==> src/rtl/lpc_frame_scheduler.sv <==
// Ping-pong frame scheduler: fills two sample banks, starts the LPC encoder on each
// full bank in fill order, drains that bank's residual and releases the encoder.
module lpc_frame_scheduler #(
   parameter int FRAME_LEN = 256,
   parameter int ADDR_W    = 8,
   parameter int DATA_W    = 16
) (
   input  logic              clk,
   input  logic              reset,
   input  logic              in_valid,
   input  logic [DATA_W-1:0] in_data,
   output logic              in_ready,
   output logic              wr_en,
   output logic              wr_bank,
   output logic [ADDR_W-1:0] wr_addr,
   output logic [DATA_W-1:0] wr_data,
   output logic              enc_start,
   output logic              enc_bank,
   input  logic              enc_rready,
   output logic              enc_rfin,
   output logic              rd_en,
   output logic [ADDR_W-1:0] rd_addr,
   input  logic [DATA_W-1:0] rd_data,
   output logic              out_valid,
   output logic [DATA_W-1:0] out_data,
   input  logic              out_ready,
   output logic [15:0]       frame_cnt
);

   localparam logic [ADDR_W-1:0] LAST_ADDR   = ADDR_W'(FRAME_LEN - 1);
   localparam logic [ADDR_W-1:0] ONE_A       = ADDR_W'(1);
   localparam logic [ADDR_W:0]   FRAME_WORDS = (ADDR_W + 1)'(FRAME_LEN);
   localparam logic [ADDR_W:0]   ONE_R       = (ADDR_W + 1)'(1);

   typedef enum logic [2:0] {
      E_IDLE,
      E_START,
      E_RUN,
      E_DRAIN,
      E_FIN
   } enc_state_t;

   enc_state_t        state;
   enc_state_t        state_next;
   logic [1:0]        full;
   logic [ADDR_W-1:0] wr_cnt;
   logic [ADDR_W:0]   rd_cnt;
   logic              wr_last;
   logic              drain_begin;
   logic [1:0]        set_mask;
   logic [1:0]        clr_mask;

   // Pulse outputs are forced low while reset is asserted, whatever the old state.
   assign in_ready = !full[wr_bank];
   assign wr_en    = in_valid && in_ready && !reset;
   assign wr_addr  = wr_cnt;
   assign wr_data  = in_data;
   assign wr_last  = wr_en && (wr_cnt == LAST_ADDR);
   assign rd_addr  = rd_cnt[ADDR_W-1:0];
   assign out_data = rd_data;

   // Set and clear can hit in the same cycle; they always target different banks.
   assign set_mask = wr_last  ? (wr_bank  ? 2'b10 : 2'b01) : 2'b00;
   assign clr_mask = enc_rfin ? (enc_bank ? 2'b10 : 2'b01) : 2'b00;

   always_ff @(posedge clk) begin
      if (reset) begin
         full    <= 2'b00;
         wr_bank <= 1'b0;
         wr_cnt  <= '0;
      end else begin
         full <= (full & ~clr_mask) | set_mask;
         if (wr_en) begin
            if (wr_last) begin
               wr_cnt  <= '0;
               wr_bank <= ~wr_bank;
            end else begin
               wr_cnt <= wr_cnt + ONE_A;
            end
         end
      end
   end

   always_comb begin
      state_next  = state;
      enc_start   = 1'b0;
      enc_rfin    = 1'b0;
      rd_en       = 1'b0;
      drain_begin = 1'b0;
      case (state)
         E_IDLE: begin
            if (full[enc_bank]) state_next = E_START;
         end
         E_START: begin
            enc_start  = !reset;
            state_next = E_RUN;
         end
         E_RUN: begin
            if (enc_rready) begin
               drain_begin = 1'b1;
               state_next  = E_DRAIN;
            end
         end
         E_DRAIN: begin
            // At most one word in flight: a read only issues when the output slot frees up.
            rd_en = !reset && (rd_cnt < FRAME_WORDS) && (!out_valid || out_ready);
            if ((rd_cnt == FRAME_WORDS) && out_valid && out_ready) state_next = E_FIN;
         end
         E_FIN: begin
            enc_rfin   = !reset;
            state_next = E_IDLE;
         end
         default: state_next = E_IDLE;
      endcase
   end

   always_ff @(posedge clk) begin
      if (reset) begin
         state     <= E_IDLE;
         rd_cnt    <= '0;
         out_valid <= 1'b0;
         enc_bank  <= 1'b0;
         frame_cnt <= 16'd0;
      end else begin
         state <= state_next;
         if (drain_begin) begin
            rd_cnt <= '0;
         end else if (rd_en) begin
            rd_cnt <= rd_cnt + ONE_R;
         end
         if (rd_en) begin
            out_valid <= 1'b1;
         end else if (out_ready) begin
            out_valid <= 1'b0;
         end
         if (enc_rfin) begin
            enc_bank  <= ~enc_bank;
            frame_cnt <= frame_cnt + 16'd1;
         end
      end
   end

endmodule
==> config.mk <==
export PLATFORM = sky130hd
export DESIGN_NAME = lpc_frame_scheduler
export DESIGN_NICKNAME = d
export VERILOG_FILES = /design/src/rtl/lpc_frame_scheduler.sv
export SDC_FILE = /design/constraint.sdc
export NUM_CORES = 1
export LEC_CHECK = 0
export BUFFER_PORTS_ARGS = -buffer_cell sky130_fd_sc_hd__buf_4
export CAP_MARGIN = 20
export CORE_UTILIZATION = 49
export DETAILED_ROUTE_END_ITERATION = 8
export MAX_ROUTING_LAYER = met4
export PLACE_DENSITY = 0.9
export SLEW_MARGIN = 25
export SYNTH_ARGS = -nofsm -noshare
export SYNTH_HDL_FRONTEND = slang
export SYNTH_SLANG_ARGS = --single-unit
==> constraint.sdc <==
create_clock -name clk -period 2.8 [get_ports clk]
set_input_delay 0.14 -clock clk [delete_from_list [all_inputs] [get_ports clk]]
set_output_delay 0.14 -clock clk [all_outputs]
set_load 0.05 [all_outputs]
==> out/results.ini <==
[finish]
regArea_um2 = 821
diodes = 0
layout.cells.most_common_list = buf_4, dfxtp_1, nor2_1, nand2_1, a21oi_1
final_common_cell = buf_4
multi_input_area_mm2 = 0.00104
fillers = 389
area_growth_pct = 9.32
nets = 305
final_area_mm2 = 0.00239
drive_gt1_share_pct = 22.6

[yosys]
yosys-top-cells-area = dfxtp_1, buf_4, xor2_1
ys.warnings.count = 0
syn_avg_cell_area_um2 = 8.48
netlist_area_mm2 = 0.00219
yosys.area.top_type = dfxtp_1
ys_seq_area_share_pct = 37.5
synth.distinct_cells = 40
syn_inst = 258
syn_nets = 299
ys_ff_latch = 41
yosysTopAreaCellShare_pct = 37.5

[clock_network]
cts_resized = 0
numClockSinks = 41
clkSlewWorstSetupHoldPaths_ps = 80
cts_tree = yes
clkLatencyLatePin_ps = 300
ctsHtreeMaxLevel = 2
cts_setup_buffers = 0
cts-buffers-inserted = 5
cts_hold_buf = 0
root_buffer = clkbuf_8
clockBufferDepth = 2

[worst_hold_path]
hold_depth = 3
hold_class = in2reg

[sta]
slew_headroom_pct = 75.7
max_freq_mhz = 499
finalHoldViolCount = 0
fin_crit_sh_pct = 71.6
fin_crit_ps = 2000
drv_slew = 0
finalSetupViolations = 0
setup_tns_ps = 0
finClkSkew_ps = 11.7
rsz0062_at_grt = false
worst_pin_slew_ps = 361

[place]
hpwlAfterDp_um = 3010
dpl_cell_area_mm2 = 0.00228
place_congestion = 0.808
io_buffers = 44

[drt]
met2_length_um = 1960
wl_per_cell_um = 13.3
dr_wl_met3_um = 277
drt_iter0_markers = 61
highest_layer = met4
wl_met1_um = 1890
viasPerCell = 5.57
drcViolationCount = 0
vias = 1756
drtAntennaViolNets = 0
dr.pass1.iters = 4
wl_um = 4200

[die]
core-area_mm2 = 0.00414
die_w_um = 68.8
dieArea_mm2 = 0.00474
initial_core_util_pct = 52.8
rows = 23
dieHeight_um = 68.8
ios = 109

[power]
vdd_drop_max_v = 0.000648
power.leakage_nw = 0.926
p_per_area_mw_per_mm2 = 467

[grt]
grt_max_degree = 35
antenna_found_initial = 0
grt_pass1_wl_um = 6430
grt_pass1_vias = 1488
overflow = 0
track_usage_pct = 19.1

[critical_path]
path_max_fanout = 9
end_kind = output pin
crit_chain = nand4bb_2, or3_1, inv_1, buf_4
reg2reg_setup_slack_ps = 870
ff2ff_path_depth = 4
critical_path_arrival_ps = 1860
cpMaxStageDelayCell = or3_1
cp.required_ps = 2660
cpPeakStageDelay_ps = 510
startpoint_type = register
critical_path_class = reg2out

[run]
max_cap_violations = 0

[status]
status = completed

worst max-delay path, delay by kind of cell (launching register included):
kind | cells | cell delay (ps)
buffers and inverters | 2 | 420
flip-flops | 1 | 460
AND/OR/NAND/NOR | 2 | 700
cells by family after synthesis:
logic type               after synthesis  synth area share [%]
AND/OR/NAND/NOR                      108                  27.6
buffers and inverters                 50                  15.6
flip-flops                            41                  37.5
AO/OA/AOI/OAI                         36                  9.26
XOR/XNOR                              16                  6.40
adder cells (fa/ha/maj)                4                  2.29
multiplexers                           3                  1.43
power breakdown:
part | internal, W | leakage, nW | switching, W
clock | 0.000291 | 0.0585 | 0.000199
combinational | 0.0000138 | 0.537 | 0.0000273
sequential | 0.000585 | 0.330 | 0.00000259
total | 0.000889 | 0.926 | 0.000229
path summary, 6_finish.rpt:
path / from / end
hold / removal: in_valid / full[0]
setup reg to reg: state[1] / rd_cnt[7]
setup / recovery: state[1] / rd_en
hold reg to reg: frame_cnt[15] / frame_cnt[15]
final cells by class:
cell class              instances  share of cell area (%)
multi-input cells             167                    43.5
flip-flops and latches         41                    34.3
inverters                       4                   0.628
repair buffers                 45                    14.1
clock buffers                   7                    3.61
well taps                      50                    2.62
clock inverters                 1                    1.26
per-stage QoR:
stage               instances  hold slack [ps]  total power, W  setup slack [ps]  utilization [%]
CTS                       315              139         0.00113               796             57.7
finish                    315              155         0.00112               795             57.7
global route              315              173         0.00115               690             57.7
global placement          307              280        0.000641               897             54.9
detailed placement        307              280        0.000642               832             54.9
floorplan                 258              292        0.000751               187                -
cell usage after synthesis:
cell and count:
or3b_2 2, and2_1 2, or4_1 3, mux2i_1 2
o21ai_0 10, o22a_1 1, and4_1 3, inv_1 4
nor2b_1 2, a21oi_1 19, and4b_1 2, nor4_1 3
nor4b_1 1, mux2_2 1, a41oi_1 1, buf_1 1
and3_1 4, xnor2_1 5, xor2_1 11, nand3b_1 1
o41ai_1 1, o31ai_1 3, dfxtp_1 41, or3_1 10
nor3b_1 2, nor2_1 24, buf_4 40, nand2b_1 2
ha_1 4, buf_2 2, nand2_1 19, a31o_2 1
nand4_1 11, nand3_1 9, nor3_1 2, or2_2 2
and2b_1 1, nand4bb_2 1, nor4bb_1 2, clkbuf_1 3
per-layer routing:
layer	vias up	GRT usage, %
met5	-	-
met4	0	9.69
met3	8	5.92
met2	49	29.8
met1	820	22.0
li1	879	-
state kept, by name, indices dropped and copies added, names as in the netlist:
register,count
wr_bank,1
enc_bank,1
frame_cnt,16
wr_addr,8
rd_cnt,9
full,2
out_valid,1
state,3
Note: power is estimated with default switching activity, not from simulation.
